$ cat config.mk
export PLATFORM = sky130hd
export DESIGN_NAME = pupil_centroid
export DESIGN_NICKNAME = d
export VERILOG_FILES = /design/src/rtl/pupil_centroid.sv
export SDC_FILE = /design/constraint.sdc
export NUM_CORES = 1
export LEC_CHECK = 0
export CAP_MARGIN = 20
export CORE_MARGIN = 1
export CORE_UTILIZATION = 40
export DETAILED_ROUTE_END_ITERATION = 10
export GPL_TIMING_DRIVEN = 0
export SLEW_MARGIN = 20
export SYNTH_ARGS = -nofsm -noshare
export SYNTH_HDL_FRONTEND = slang
export SYNTH_SLANG_ARGS = --single-unit
$ cat constraint.sdc
create_clock -name clock -period 5 [get_ports clock]
set_input_delay 0.75 -clock clock [delete_from_list [all_inputs] [get_ports clock]]
set_output_delay 0.75 -clock clock [all_outputs]
set_load 0.1 [all_outputs]
$ cat src/rtl/pupil_centroid.sv
// Pupil centroid and bounding-box extractor for a raster-ordered binary mask.
// Accumulates coordinate sums per frame, then divides them with one shared
// restoring divider (x first, then y) and publishes the result for one cycle.
//
//   state   | meaning
//   --------+-----------------------------------------------------------
//   S_ACCUM | accepting pixels, updating sums, count and bounding box
//   S_DIV_X | 28 restoring-division steps: sum_x / count
//   S_DIV_Y | 28 restoring-division steps: sum_y / count
//   S_DONE  | result_valid pulse, then accumulators cleared
module pupil_centroid #(
    parameter int IMG_WIDTH  = 320,
    parameter int IMG_HEIGHT = 240,
    parameter int FG_THRESH  = 0
) (
    input  logic        clock,
    input  logic        rst_n,
    input  logic        data_valid,
    input  logic [7:0]  data_in,
    output logic [8:0]  centroid_x,
    output logic [8:0]  centroid_y,
    output logic [18:0] pixel_count,
    output logic [8:0]  bbox_x_min,
    output logic [8:0]  bbox_x_max,
    output logic [8:0]  bbox_y_min,
    output logic [8:0]  bbox_y_max,
    output logic        found,
    output logic        result_valid,
    output logic        busy,
    output logic        overrun
);

    localparam logic [8:0] LAST_COL = 9'(IMG_WIDTH - 1);
    localparam logic [8:0] LAST_ROW = 9'(IMG_HEIGHT - 1);
    localparam logic [7:0] FG_LEVEL = 8'(FG_THRESH);
    localparam logic [4:0] DIV_STEPS_M1 = 5'd27;

    typedef enum logic [1:0] {S_ACCUM, S_DIV_X, S_DIV_Y, S_DONE} state_t;

    state_t      r_state;
    state_t      w_next;
    logic [8:0]  r_col;
    logic [8:0]  r_row;
    logic [27:0] r_sum_x;
    logic [27:0] r_sum_y;
    logic [18:0] r_count;
    logic [8:0]  r_x_min, r_x_max, r_y_min, r_y_max;
    logic [19:0] r_rem;
    logic [4:0]  r_div_cnt;

    logic        w_fg;
    logic        w_accept;
    logic        w_last;
    logic        w_any;
    logic [27:0] w_dividend;
    logic [20:0] w_rem_sh;
    logic [20:0] w_sub;
    logic        w_qbit;
    logic [19:0] w_rem_next;
    logic [27:0] w_quot;

    assign w_fg     = data_in > FG_LEVEL;
    assign w_accept = data_valid && (r_state == S_ACCUM);
    assign w_last   = (r_col == LAST_COL) && (r_row == LAST_ROW);
    assign w_any    = (r_count != 19'd0) || w_fg;

    // The sum registers double as the divider's dividend/quotient shift register.
    assign w_dividend = (r_state == S_DIV_Y) ? r_sum_y : r_sum_x;
    assign w_rem_sh   = {r_rem, w_dividend[27]};
    assign w_sub      = w_rem_sh - {2'b00, r_count};
    assign w_qbit     = ~w_sub[20];
    assign w_rem_next = w_qbit ? w_sub[19:0] : w_rem_sh[19:0];
    assign w_quot     = {w_dividend[26:0], w_qbit};

    assign result_valid = (r_state == S_DONE);
    assign busy         = (r_state != S_ACCUM);

    // State register.
    always_ff @(posedge clock) begin
        if (!rst_n) r_state <= S_ACCUM;
        else        r_state <= w_next;
    end

    // Next-state decode; a frame without foreground skips the divider.
    always_comb begin
        w_next = r_state;
        case (r_state)
            S_ACCUM: if (w_accept && w_last) w_next = w_any ? S_DIV_X : S_DONE;
            S_DIV_X: if (r_div_cnt == 5'd0) w_next = S_DIV_Y;
            S_DIV_Y: if (r_div_cnt == 5'd0) w_next = S_DONE;
            S_DONE:  w_next = S_ACCUM;
            default: w_next = S_ACCUM;
        endcase
    end

    // Accumulation, division steps and result capture.
    always_ff @(posedge clock) begin
        if (!rst_n) begin
            r_col       <= '0;
            r_row       <= '0;
            r_sum_x     <= '0;
            r_sum_y     <= '0;
            r_count     <= '0;
            r_x_min     <= 9'd511;
            r_y_min     <= 9'd511;
            r_x_max     <= '0;
            r_y_max     <= '0;
            r_rem       <= '0;
            r_div_cnt   <= '0;
            centroid_x  <= '0;
            centroid_y  <= '0;
            pixel_count <= '0;
            bbox_x_min  <= '0;
            bbox_x_max  <= '0;
            bbox_y_min  <= '0;
            bbox_y_max  <= '0;
            found       <= 1'b0;
            overrun     <= 1'b0;
        end else begin
            if (data_valid && (r_state != S_ACCUM)) overrun <= 1'b1;
            case (r_state)
                S_ACCUM: begin
                    if (w_accept) begin
                        if (w_fg) begin
                            r_sum_x <= r_sum_x + 28'(r_col);
                            r_sum_y <= r_sum_y + 28'(r_row);
                            r_count <= r_count + 19'd1;
                            if (r_col < r_x_min) r_x_min <= r_col;
                            if (r_col > r_x_max) r_x_max <= r_col;
                            if (r_row < r_y_min) r_y_min <= r_row;
                            if (r_row > r_y_max) r_y_max <= r_row;
                        end
                        if (r_col == LAST_COL) begin
                            r_col <= '0;
                            r_row <= w_last ? 9'd0 : r_row + 9'd1;
                        end else begin
                            r_col <= r_col + 9'd1;
                        end
                        if (w_last) begin
                            r_div_cnt <= DIV_STEPS_M1;
                            r_rem     <= '0;
                            if (!w_any) begin
                                centroid_x  <= '0;
                                centroid_y  <= '0;
                                pixel_count <= '0;
                                bbox_x_min  <= '0;
                                bbox_x_max  <= '0;
                                bbox_y_min  <= '0;
                                bbox_y_max  <= '0;
                                found       <= 1'b0;
                            end
                        end
                    end
                end
                S_DIV_X: begin
                    r_sum_x   <= w_quot;
                    r_rem     <= w_rem_next;
                    r_div_cnt <= r_div_cnt - 5'd1;
                    if (r_div_cnt == 5'd0) begin
                        r_div_cnt <= DIV_STEPS_M1;
                        r_rem     <= '0;
                    end
                end
                S_DIV_Y: begin
                    r_sum_y   <= w_quot;
                    r_rem     <= w_rem_next;
                    r_div_cnt <= r_div_cnt - 5'd1;
                    if (r_div_cnt == 5'd0) begin
                        centroid_x  <= r_sum_x[8:0];
                        centroid_y  <= w_quot[8:0];
                        pixel_count <= r_count;
                        bbox_x_min  <= r_x_min;
                        bbox_x_max  <= r_x_max;
                        bbox_y_min  <= r_y_min;
                        bbox_y_max  <= r_y_max;
                        found       <= 1'b1;
                    end
                end
                S_DONE: begin
                    r_col   <= '0;
                    r_row   <= '0;
                    r_sum_x <= '0;
                    r_sum_y <= '0;
                    r_count <= '0;
                    r_x_min <= 9'd511;
                    r_y_min <= 9'd511;
                    r_x_max <= '0;
                    r_y_max <= '0;
                end
                default: ;
            endcase
        end
    end

endmodule
==> results of run 1 <==
## worst max-delay path, stage by stage (launching register included)
cell      delay, ns
dfxtp_1        0.33
inv_1          0.09
ha_1           0.17
clkbuf_1       0.44
clkbuf_2       0.40
mux2i_1        0.21
ha_1           0.25
fa_1           0.41
nand2b_1       0.20
a21oi_1        0.27
o211ai_2       0.23
o211a_1        0.30
a311oi_4       0.50
buf_6          0.26
nor2_1         0.06
a211oi_1       0.35
a21o_1         0.12
## layout by cell type (no fill, tap or decap), types with 6 or more instances in the layout
cell type        netlist  layout
nand2_1              181     181
a22oi_1                6       6
a211oi_1              15      15
and2_1                 9       9
dfxtp_1              231     231
o21ai_0               47      47
o31ai_1               12      12
xor2_1                19      19
nand4b_1               8       8
nand3_1               90      90
o21a_1                12      12
a31oi_1               18      17
mux2i_1               28      28
and3_1                32      32
a21o_1                23      23
clkbuf_16              0      27
o211ai_1              17      17
clkbuf_1              81      82
clkdlybuf4s50_1        0      87
nor2b_1               14      14
nand2b_1              13      13
ha_1                  80      80
nor2_1               185     185
o21ai_1               52      52
inv_1                 85      85
nor3b_1               18      18
nand3b_1               8       8
o31a_1                 8       8
buf_2                  9       9
nand4_1               20      20
or3_1                 14      14
a21oi_1              152     152
nor3_1                25      25
a221oi_1               6       6
xnor2_1               32      32
clkinv_2               0       8
nor4_1                12      12
## where the power goes
group          internal (mW)  total [mW]  leakage [nW]  switching [mW]
clock network           1.20        2.02         0.442           0.822
registers               1.86        1.89          1.87          0.0265
logic                  0.114       0.318          3.56           0.204
## through the flow
stage,instance area [sq um],cells,hold slack [ns]
final,15380,2237,0.4483
after global routing,15380,2237,0.4672
after CTS,15370,2237,0.4530
after detailed placement,14460,2188,0.4443
after global placement,14450,2187,0.4397
after floorplan,13040,1665,0.4406
## registers in the layout, summed over array words and instances (netlist names), 19 cells and up
| register | flops |
|---|---|
| r_sum_x | 28 |
| r_sum_y | 28 |
| r_count | 19 |
| r_rem | 20 |
| pixel_count | 19 |
## logic make-up (layout without fill, tap and decap cells)
kind of cell    count (synthesis)  after routing  share of synthesized area, %
mux                            32             32                         2.495
fa+ha+maj                      83             83                         8.139
buf+inv                       185            322                         5.586
flops                         231            231                         35.47
xor+xnor                       51             51                         3.426
simple gates                  650            650                         23.95
compound gates                433            433                         20.93
## what timing repair did
| action | in CTS | in global routing |
|---|---|---|
| buffers inserted | 0 | 0 |
| gates resized for setup | 0 | 1 |
| setup endpoints to repair | 0 | 6 |
## worst paths after layout
| kind | from | to | depth (start not counted) |
|---|---|---|---|
| max | r_state[0]$_SDFFE_PN0P_ | r_rem[14]$_SDFFE_PN0P_ | 16 |
| max reg2reg | r_state[0]$_SDFFE_PN0P_ | r_rem[14]$_SDFFE_PN0P_ | 16 |
| min | bbox_y_max[6]$_SDFFE_PN0P_ | bbox_y_max[6]$_SDFFE_PN0P_ | 2 |
| min reg2reg | bbox_y_max[6]$_SDFFE_PN0P_ | bbox_y_max[6]$_SDFFE_PN0P_ | 2 |
## layer usage
metal / global-route usage [%] / part of all wire (%) / up-vias
met2: 42.49 / 46 / 422
met5: 0 / 0 / -
met1: 32.97 / 45 / 6082
met3: 3.692 / 6.0 / 87
li1: - / - / 6173
met4: 9.378 / 3.2 / 0
## area by class of cell
class,instances,area [sq um]
timing repair buffer,88,878.3
clock inverter,17,176.4
sequential,231,4624
buffer,98,402.9
tap,435,544.3
multi-input combinational,1249,7690
clock buffer,32,734.5
inverter,87,326.6
fill,3161,16420
==> results.yml, run 1 <==
status:
  status: "complete, no violations"
placed_design:
  gp_congestion: 0.9239
  pre_cts_slack_ns: 0.1642
  port_buffers: 87
  dp_hpwl_um: 31400
timing:
  fmax_mhz: 215.1
  worst_slack_ns: 0.3511
  period_share_pct: 92.98
  setup_tns_ns: 0
  max-slew-margin-rel_pct: 33.82
  slew_violations: 0
  setup_viol: 0
  tightest_slew_ns: 0.9896
  hold_violations: 0
  finalCriticalPeriod_ns: 4.649
  rsz0062_at_grt: "false"
  skew_ns: 0.01348
synth:
  synthCells: 1665
  ys_seq_elements: 231
  synth_common_cells: "dfxtp_1, nor2_1, nand2_1"
  syn-num-nets: 1759
  ys.flop_type: "dfxtp_1"
  synth_top_area_share_pct: 35.47
  synth.most_common_cell: "dfxtp_1"
  syn_area_per_cell_sq_um: 7.830
  synth_top_area_cell: "dfxtp_1"
  yosys.cell_types.count: 81
  synthArstFlopShare_pct: 0
  synth.area.top_cells: "dfxtp_1, ha_1, a21oi_1"
  ys_seq_area_share_pct: 35.47
  synth-edff-count: 0
  yosysWarningCount: 0
  syn_area_sq_um: 13040
floorplanning:
  die_w_um: 182.5
  num_io_pins: 88
  die_area_sq_um: 33320
  rows: 65
  design.core.area_sq_um: 31800
  initial_utilization_pct: 41.00
  fp.dieH_um: 182.5
cts:
  cts.clk_slew.worst_paths_ns: 0.06
  holdBufCountCts: 0
  cts_tree: "yes"
  clockBufferDepth: 3
  cts-root-buf: "clkbuf_16"
  h-tree-depth: 1
  numClockSinks: 231
  clk_latency_ns: 0.55
  cts_buffers: 27
grt:
  grt_max_degree: 14
  grt_antenna_before_repair: 0
  first_global_vias: 12121
  grtUsageTotal_pct: 25.38
  grt-ovfl-total: 0
  grt_pass1_wl_um: 66850
final_layout:
  n_antenna_cell: 0
  drive_gt1_share_pct: 4.883
  area_delta_synth_final_pct: 17.96
  final_nets: 1876
  final_util_pct: 48.36
routing:
  dr.pass1.iters: 5
  ant_nets: 0
  via_per_inst: 5.706
  drt_wl_total_um: 42390
  routedWlPerCell_um: 18.95
  initialDrtViolationCount: 875
  drc: 0
  vias: 12764
power:
  p_leak_nw: 5.869
  ir_worst_vdd_mv: 0.2334
  power.density_nw_per_um2: 275.2
  design_power_total_mw: 4.232
flow_run:
  drv_cap: 0
worst_setup_path:
  reg2reg_slack_ns: 0.35
  startpoint_type: "flip-flop"
  worstSetupPathType: "reg2reg"
  critPathCaptureType: "flip-flop"
  worst_ep_arrival_time_ns: 5.14
  worstPathRequired_ns: 5.49
  path_max_fanout: 10
hold_path:
  hold_path_class: "reg2reg"
No activity file was read; power rests on OpenSTA's default activity.
==> run 2: changes to the inputs <==
--- a/config.mk
+++ b/config.mk
@@ -8,6 +8,7 @@
 export CAP_MARGIN = 20
 export CORE_MARGIN = 1
 export CORE_UTILIZATION = 40
+export CTS_BUF_LIST = sky130_fd_sc_hd__clkbuf_2 sky130_fd_sc_hd__clkbuf_4 sky130_fd_sc_hd__clkbuf_8
 export DETAILED_ROUTE_END_ITERATION = 10
 export GPL_TIMING_DRIVEN = 0
 export SLEW_MARGIN = 20
==> constraint.sdc (replaced) <==
create_clock -name clock -period 4.12 [get_ports clock]
set_input_delay 0.618 -clock clock [delete_from_list [all_inputs] [get_ports clock]]
set_output_delay 0.618 -clock clock [all_outputs]
set_load 0.1 [all_outputs]
==> run 2 against run 1 <==
Net effect: via count rose by 0.85%; worst setup slack got worse by 0.12 ns; die area did not move; non-clock buffer count rose by 3; worst hold slack got worse by 0.00086 ns; clock skew rose by 0.022 ns; clock power rose by 18%; highest routed layer unchanged.
==> results.yml, run 2 (synthesis results as in run 1) <==
status:
  status: "complete, no violations"
timing:
  slew_violations: 0
  tightest_slew_ns: 0.9896
  period_share_pct: 94.32
  hold_violations: 0
  setup_tns_ns: 0
  holdWs_ns: 0.4474
  max-slew-margin-rel_pct: 33.82
  fmax_mhz: 257.3
  rsz0062_at_grt: "false"
  skew_ns: 0.03554
  setup_viol: 0
  finalCriticalPeriod_ns: 3.886
final_layout:
  seq_area_sq_um: 4624
  drive_gt1_share_pct: 6.659
  area_delta_synth_final_pct: 18.37
  multi_input_area_sq_um: 7706
  stdcell_count: 2267
  mostFrequentLayoutCell: "dfxtp_1"
  fillers: 3182
  n_antenna_cell: 0
  top_regs: "r_sum_x (28), r_sum_y (28), r_rem (20)"
  final_nets: 1896
  mostFrequentLayoutCells: "dfxtp_1, nor2_1, nand2_1"
placed_design:
  port_buffers: 87
  gp_congestion: 0.9239
  dp_hpwl_um: 31400
  place_inst: 2188
grt:
  first_global_vias: 12248
  grt_pass1_wl_um: 67460
  grt_antenna_before_repair: 0
  grtUsageTotal_pct: 25.83
  grt_max_degree: 12
  grt-ovfl-total: 0
floorplanning:
  fp.dieH_um: 182.5
  die_area_sq_um: 33320
  num_io_pins: 88
  design.core.area_sq_um: 31800
  initial_utilization_pct: 41.00
  die_w_um: 182.5
  rows: 65
cts:
  cts-root-buf: "clkbuf_8"
  cts_tree: "yes"
  h-tree-depth: 2
  clockBufferDepth: 3
  holdBufCountCts: 0
  cts_buffers: 44
  cts.clk_slew.worst_paths_ns: 0.05
  numClockSinks: 231
  clk_latency_ns: 0.59
power:
  power.density_nw_per_um2: 329.1
  p_leak_nw: 5.937
  power.internal_mw: 3.778
  p_sw_share_pct: 25.60
  p_switching_mw: 1.300
  pwr-share-seq_pct: 45.2
  ir_worst_vdd_mv: 0.4066
  design_power_total_mw: 5.079
  pwr-share-comb_pct: 7.8
  clock_power_share_pct: 47.0
worst_setup_path:
  r2r-end: "r_rem[14]$_SDFFE_PN0P_"
  crit_chain: "inv_1 > ha_4 > clkbuf_4 > mux2i_1 > ha_1 > fa_1 > nand2b_1 > a21oi_2 > o211ai_2 > o211a_1 > a311oi_4 > buf_4 > buf_6 > nor2_1 > a211oi_1 > a21o_1"
  startpoint_type: "flip-flop"
  worstPathRequired_ns: 4.64
  worst_ep_arrival_time_ns: 4.41
  r2r.worst_path.cells: 16
  cpLargestDelayFamily: "compound AO/OA/AOI/OAI gates"
  reg2reg_slack_ns: 0.23
  path_max_fanout: 11
  r2r_start: "r_state[0]$_SDFFE_PN0P_"
  worst-path-buf-inv: 4
  crit_slowest_cell: "fa_1"
  critPathCaptureType: "flip-flop"
  worstSetupPathType: "reg2reg"
  max_stage_delay_ns: 0.40
flow_run:
  drv_cap: 0
hold_path:
  holdPathEnd: "bbox_y_min[1]$_SDFFE_PN0P_"
  hp-start: "bbox_y_min[1]$_SDFFE_PN0P_"
  hold_path_class: "reg2reg"
  holdPathStages: 2
routing:
  initialDrtViolationCount: 857
  via_per_inst: 5.678
  routedWlPerCell_um: 18.86
  drc: 0
  drt_wl_total_um: 42750
  ant_nets: 0
  dr.pass1.iters: 5
  vias: 12873
-- run 2: power by group through the flow --
stage                     sequential, mW  combinational [mW]  clock [mW]
final                               2.30               0.396        2.39
after global routing                2.30               0.435        2.55
after CTS                           2.29               0.389        2.44
after detailed placement            2.34               0.377           0
after global placement              2.34               0.374           0
after floorplan                     2.33               0.265           0
-- run 2: layout make-up --
class / count / area share [%]
Multi-Input combinational cell: 1249 / 49.94
Sequential cell: 231 / 29.97
Timing Repair Buffer: 92 / 5.887
Clock buffer: 68 / 5.497
Tap cell: 435 / 3.527
Buffer: 97 / 2.603
Inverter: 87 / 2.116
Clock inverter: 8 / 0.4622
-- run 2: metrics by stage --
stage | setup WS, ns | util [%] | cell area, sq um
after floorplan | 0.6138 | - | 13040
after global placement | -0.6654 | 45.45 | 14450
after detailed placement | -0.7158 | 45.47 | 14460
after CTS | 0.01704 | 48.46 | 15410
after global routing | 0.05774 | 48.53 | 15430
final | 0.2341 | 48.53 | 15430
-- run 2: layer usage --
layer	track usage, %	up-vias	wire, um
li1	-	6209	-
met1	33.00	6154	19110
met2	42.49	413	19440
met3	4.750	97	2656
met4	11.03	0	1539
met5	0	-	0
-- run 2: worst max path at each step --
stage | startpoint | endpoint | cells after the start
floorplan | r_state[0]$_SDFFE_PN0P_ | r_rem[10]$_SDFFE_PN0P_ | 15
global placement | r_state[0]$_SDFFE_PN0P_ | r_rem[14]$_SDFFE_PN0P_ | 16
detailed placement | r_state[0]$_SDFFE_PN0P_ | r_rem[14]$_SDFFE_PN0P_ | 16
CTS | r_state[0]$_SDFFE_PN0P_ | r_rem[14]$_SDFFE_PN0P_ | 16
global route | r_state[0]$_SDFFE_PN0P_ | r_rem[10]$_SDFFE_PN0P_ | 15
finish | r_state[0]$_SDFFE_PN0P_ | r_rem[14]$_SDFFE_PN0P_ | 16
-- run 2: repair_timing --
item | in CTS | in global routing
pin swaps | 1 | 0
buffers inserted | 4 | 0
resized for setup | 2 | 3
endpoints found under the setup margin | 23 | 23
-- run 2: worst reg2reg max path, delay by kind of cell, from the launching register on --
kind                       cells  cell delay [ns]
AOI/OAI and AO/OA              6             1.45
adders and majority gates      3             0.89
buffers and inverters          4             0.73
DFF                            1             0.33
muxes                          1             0.17
and+or+nand+nor                2             0.27
